`src/rtl/zipdma_traffic_gen.sv`:
```
// Wishbone pipelined burst generator: LFSR write data, LFSR-checked read data; first request one cycle after i_start.
// Backpressure: i_wb_stall holds addr/data/sel; acks may lag indefinitely up to TIMEOUT idle cycles, then the burst aborts.
module zipdma_traffic_gen #(
    parameter  int ADDRESS_WIDTH = 30,
    parameter  int BUS_WIDTH     = 64,
    parameter  int TIMEOUT       = 1023,
    localparam int DW            = BUS_WIDTH,
    localparam int BW            = DW / 8,
    localparam int AW            = ADDRESS_WIDTH - $clog2(BW)
) (
    input  logic          i_clk,
    input  logic          i_reset_n,
    input  logic          i_start,
    input  logic          i_we,
    input  logic [AW-1:0] i_addr,
    input  logic [11:0]   i_len,
    input  logic [31:0]   i_seed,
    input  logic [BW-1:0] i_sel,
    output logic          o_busy,
    output logic          o_done,
    output logic          o_err,
    output logic          o_miscmp,
    output logic [11:0]   o_beats,
    output logic          o_wb_cyc,
    output logic          o_wb_stb,
    output logic          o_wb_we,
    output logic [AW-1:0] o_wb_addr,
    output logic [DW-1:0] o_wb_data,
    output logic [BW-1:0] o_wb_sel,
    input  logic          i_wb_stall,
    input  logic          i_wb_ack,
    input  logic          i_wb_err,
    input  logic [DW-1:0] i_wb_data
);
    localparam int TMW = $clog2(TIMEOUT + 1);

    typedef enum logic [1:0] {S_IDLE, S_REQ, S_WAIT} state_t;

    state_t          r_state;
    state_t          w_next;
    logic            w_done;
    logic            r_done;
    logic            r_we;
    logic [BW-1:0]   r_sel;
    logic [11:0]     r_len;
    logic [AW-1:0]   r_addr;
    logic [DW-1:0]   r_iss_lfsr;
    logic [DW-1:0]   r_chk_lfsr;
    logic [11:0]     r_issued;
    logic [11:0]     r_beats;
    logic [TMW-1:0]  r_tmo;
    logic            r_err;
    logic            r_miscmp;

    logic            w_cyc;
    logic            w_accept;
    logic            w_ack;
    logic            w_abort;
    logic            w_last_issue;
    logic            w_last_ack;
    logic            w_miscmp;

    function automatic logic [DW-1:0] f_step(input logic [DW-1:0] s);
        return {s[DW-2:0], s[DW-1] ^ s[DW-2]};
    endfunction

    assign w_cyc        = (r_state != S_IDLE);
    assign w_accept     = (r_state == S_REQ) && !i_wb_stall;
    // An error in the same cycle as an ack swallows the ack.
    assign w_ack        = w_cyc && i_wb_ack && !i_wb_err;
    assign w_abort      = w_cyc && (i_wb_err || (!i_wb_ack && (r_tmo == TMW'(TIMEOUT - 1))));
    assign w_last_issue = w_accept && ((r_issued + 12'd1) == r_len);
    assign w_last_ack   = w_ack && ((r_beats + 12'd1) == r_len);

    always_comb begin
        w_miscmp = 1'b0;
        for (int b = 0; b < BW; b++) begin
            if (r_sel[b] && (i_wb_data[8*b +: 8] != r_chk_lfsr[8*b +: 8])) begin
                w_miscmp = 1'b1;
            end
        end
    end

    always_ff @(posedge i_clk or negedge i_reset_n) begin
        if (!i_reset_n) begin
            r_state <= S_IDLE;
        end else begin
            r_state <= w_next;
        end
    end

    always_comb begin
        w_next = r_state;
        w_done = 1'b0;
        case (r_state)
            S_IDLE: begin
                if (i_start) begin
                    if (i_len != 12'd0) begin
                        w_next = S_REQ;
                    end else begin
                        w_done = 1'b1;
                    end
                end
            end
            S_REQ: begin
                if (w_abort || w_last_ack) begin
                    w_next = S_IDLE;
                    w_done = 1'b1;
                end else if (w_last_issue) begin
                    w_next = S_WAIT;
                end
            end
            S_WAIT: begin
                if (w_abort || w_last_ack) begin
                    w_next = S_IDLE;
                    w_done = 1'b1;
                end
            end
            default: w_next = S_IDLE;
        endcase
    end

    always_ff @(posedge i_clk or negedge i_reset_n) begin
        if (!i_reset_n) begin
            r_done     <= 1'b0;
            r_we       <= 1'b0;
            r_sel      <= '0;
            r_len      <= '0;
            r_addr     <= '0;
            r_iss_lfsr <= '0;
            r_chk_lfsr <= '0;
            r_issued   <= '0;
            r_beats    <= '0;
            r_tmo      <= '0;
            r_err      <= 1'b0;
            r_miscmp   <= 1'b0;
        end else begin
            r_done <= w_done;
            if (r_state == S_IDLE) begin
                if (i_start) begin
                    r_err    <= 1'b0;
                    r_miscmp <= 1'b0;
                    r_beats  <= '0;
                    if (i_len != 12'd0) begin
                        r_we       <= i_we;
                        r_sel      <= i_sel;
                        r_len      <= i_len;
                        r_addr     <= i_addr;
                        r_iss_lfsr <= DW'(i_seed);
                        r_chk_lfsr <= DW'(i_seed);
                        r_issued   <= '0;
                        r_tmo      <= '0;
                    end
                end
            end else begin
                if (w_accept) begin
                    r_addr     <= r_addr + AW'(1);
                    r_iss_lfsr <= f_step(r_iss_lfsr);
                    r_issued   <= r_issued + 12'd1;
                end
                if (i_wb_ack) begin
                    r_tmo <= '0;
                end else begin
                    r_tmo <= r_tmo + TMW'(1);
                end
                if (w_abort) begin
                    r_err <= 1'b1;
                end else if (w_ack) begin
                    r_beats <= r_beats + 12'd1;
                    if (!r_we) begin
                        r_chk_lfsr <= f_step(r_chk_lfsr);
                        if (w_miscmp) begin
                            r_miscmp <= 1'b1;
                        end
                    end
                end
            end
        end
    end

    assign o_busy    = w_cyc;
    assign o_done    = r_done;
    assign o_err     = r_err;
    assign o_miscmp  = r_miscmp;
    assign o_beats   = r_beats;
    assign o_wb_cyc  = w_cyc;
    assign o_wb_stb  = (r_state == S_REQ);
    assign o_wb_we   = r_we;
    assign o_wb_addr = r_addr;
    assign o_wb_data = r_we ? r_iss_lfsr : '0;
    assign o_wb_sel  = r_sel;
endmodule

```
`config.mk`:
```
export PLATFORM = sky130hd
export DESIGN_NAME = zipdma_traffic_gen
export DESIGN_NICKNAME = d
export VERILOG_FILES = /design/src/rtl/zipdma_traffic_gen.sv
export SDC_FILE = /design/constraint.sdc
export NUM_CORES = 1
export LEC_CHECK = 0
export ABC_AREA = 1
export CAP_MARGIN = 20
export CORE_ASPECT_RATIO = 1.4
export CORE_MARGIN = 2
export CORE_UTILIZATION = 58
export CTS_CLUSTER_SIZE = 12
export DETAILED_ROUTE_END_ITERATION = 12
export DONT_BUFFER_PORTS = 1
export PLACE_DENSITY_LB_ADDON = 0.12
export SKIP_LAST_GASP = 1
export SYNTH_ARGS = -nofsm -noshare
export SYNTH_HDL_FRONTEND = slang
export SYNTH_SLANG_ARGS = --single-unit
export TNS_END_PERCENT = 5
```
`constraint.sdc`:
```
create_clock -name i_clk -period 1.9 [get_ports i_clk]
set_input_delay 0.095 -clock i_clk [delete_from_list [all_inputs] [get_ports i_clk]]
set_output_delay 0.095 -clock i_clk [all_outputs]
set_load 0.01 [all_outputs]
```
==> metrics.txt <==
status=finished with violations; violated checks=hold timing, setup timing; clock sink count=215; Post-synth EDFFs=0; Slew @ Worst Pin=0.5862 ns; final setup vio count=5; DP Area=12590 um^2; Final Cell Area=14300 um^2; TritonCTS Buffers=23; synth top area cells=dfrtp_1 45%, nand2_1 12%, inv_1 7.1%, o22ai_1 4.6%, nand3_1 4.4%; first-pass GRT wire length=54580 um; synth warn=0; Die Wd=124.8 um; Final nets=1821; CTS tree=yes; area of the core=19920 um^2; ANT nets after route=0; Pwr Density=1413 nW/um^2; CTS Root Cell=clkbuf_16; initial drt markers=737; Top Ports=268; unrepaired setup endpoints after global routing=true; critical path startpoint category=register; TNS Setup=-0.1372 ns; filler instances=1562; Synth top cells by count=379 x nand2_1, 225 x inv_1, 215 x dfrtp_1; Main synth FF type=dfrtp_1; WP data arrival=2.36 ns; LEAKAGE=6.823 nW; Max VDD drop=0.0009806 V; via count=11014; Final min period=1.951 ns; fmax=512.7 MHz; Worst setup EP type=register; Post-synth ARST share=100.0%; CP cell instances=inv_2 -> ha_4 -> clkinv_4 -> nand2_4 -> nor2_4 -> nand2_1 -> nor2_2 -> nand3_1 -> nor2_1 -> nand3_1 -> nor2_1 -> nand2_2 -> nand4_1 -> nand2_2 -> nand2_1 -> nand2_1; Setup CP Type=reg2reg; fin crit share=102.7%; area growth from synthesis to layout=20.73%; Slew Limit Fails=0; CP max stage delay=0.38 ns; max_cap viols=0; layout cells sized above 1=12.84%; worst hold path class=in2async; htree depth=1; Routed wire per std cell=17.42 um; gp weighted congestion=0.8787; sequential share of the synthesized area=45.42%; # port buffers=0; vias in the first global route=11125; Clock Skew=0.008645 ns; Overflow after GRT=0; Synth top area share=45.42%; largest net degree at the start of global routing=216; Post-Route WL=33580 um; Slowest-stage cell, CP=dfrtp_1; final hold violations=215; CTS Buffer Depth=3; clk slew on worst S/H paths=0.06 ns; drt drc=0; Clk Latency, worst-skew pair=0.52 ns; die area=21600 um^2; most frequent CP cell=nand2_1; critical path fanouts, max=4; First-pass DRT Iterations=5; Initial Util=59.47%; Cell variety after synth=42; Die Span Y=173.1 um; Synth Cell Area=11850 um^2; # hold bufs at CTS=83; Vias/cell=5.713; worst endpoint required time=2.31 ns; Bufs and invs on worst path=2; num rows=61; post-synthesis cell count=1530; Worst Slack Setup Final=-0.05062 ns; Post-DP HPWL=22640 um; Hold Slack=-0.7290 ns; Synth area leader=dfrtp_1; average size of a mapped cell=7.743 um^2; initial antenna violation count=2; Post-Syn Nets=1689; slew margin rel.=60.51%; Global Route Usage Sum=30.45%; top-count cell post-synth=nand2_1; Top Family by Delay on Critical Path=simple AND/OR/NAND/NOR gates; number of synthesized register bits=215
sequential cells by signal, indices dropped and copies added (netlist names):
| name | count |
|---|---|
| o_beats | 12 |
| o_done | 1 |
| o_err | 1 |
| o_miscmp | 1 |
| o_wb_addr | 27 |
| o_wb_sel | 8 |
| o_wb_we | 1 |
| r_chk_lfsr | 64 |
| r_iss_lfsr | 64 |
| r_issued | 12 |
| r_len | 12 |
| r_state | 2 |
| r_tmo | 10 |
metal layers:
layer	global-route usage, %	up-vias	wire length (um)
met1	35.87	5204	12670
met5	0	-	0
li1	-	5238	-
met2	53.73	455	17030
met4	14.19	0	1614
met3	5.569	117	2273
per-stage QoR:
stage	power, mW	worst slack [ns]	std cells	utilization (%)
floorplan	12.85	-0.05131	1530	-
global placement	15.30	-0.05008	1798	63.19
detailed placement	15.50	-0.1026	1798	63.19
CTS	19.98	-0.04911	1920	71.04
global route	21.58	-0.2268	1928	71.80
finish	20.21	-0.05062	1928	71.80
worst register-to-register path: stages, from the launching register on:
cell      delay [ns]
dfrtp_1         0.38
inv_2           0.08
ha_4            0.18
clkinv_4        0.07
nand2_4         0.05
nor2_4          0.12
nand2_1         0.07
nor2_2          0.09
nand3_1         0.08
nor2_1          0.11
nand3_1         0.07
nor2_1          0.11
nand2_2         0.10
nand4_1         0.16
nand2_2         0.08
nand2_1         0.06
nand2_1         0.05
power by group:
part           switching (mW)  leakage (nW)  internal [mW]
clock network            1.81         0.333           2.38
registers                1.44          2.76           5.97
logic                    5.41          3.73           3.21
cells by family after synthesis:
| group | Yosys count | synth area share, % |
|---|---|---|
| and+or+nand+nor | 676 | 25.01 |
| buffers and inverters | 301 | 10.01 |
| AOI/OAI and AO/OA | 262 | 13.42 |
| DFF | 215 | 45.42 |
| xor gates and xnor gates | 67 | 5.186 |
| adders and majority gates | 9 | 0.9506 |
path summary, 6_finish.rpt:
kind                                start        endpoint  slack [ns]  cells after the start
min reg2reg                r_iss_lfsr[22]  r_iss_lfsr[22]        0.54                      2
max                            r_state[1]      r_state[0]       -0.05                     16
min                             i_reset_n  r_iss_lfsr[37]       -0.73                      0
max in group asynchronous       i_reset_n      o_beats[9]        2.31                      0
min in group i_clk               i_len[4]          o_done        0.01                      5
max reg2reg                    r_state[1]      r_state[0]       -0.05                     16
cells in the final DEF, fill, tap and decap left out, types with 36 or more instances in the layout:
cell,count
inv_1,222
dfrtp_1,213
o211ai_1,36
nand2_1,373
o21ai_0,64
o22ai_1,88
nor2_1,94
dlygate4sd3_1,83
nand3_1,101
a31oi_1,37
buf_4,81
layout make-up:
cell class / instances / area, um^2 / area share, %
antenna: 2 / 5.005 / 0.03499
clock buffer: 34 / 656.9 / 4.593
clock inverter: 3 / 22.52 / 0.1575
inverter: 236 / 898.4 / 6.281
multi-input combinational: 1014 / 5431 / 37.98
sequential: 215 / 5383 / 37.63
tap: 252 / 315.3 / 2.205
timing repair buffer: 172 / 1590 / 11.12
repair_timing:
action,4_1_cts,5_1_grt
hold endpoints to repair,349,215
pin swaps,2,14
cloned,0,0
setup buffers,2,6
resized for setup,9,29
endpoints found under the setup margin,7,76
Power figures use the tool's default switching activity.
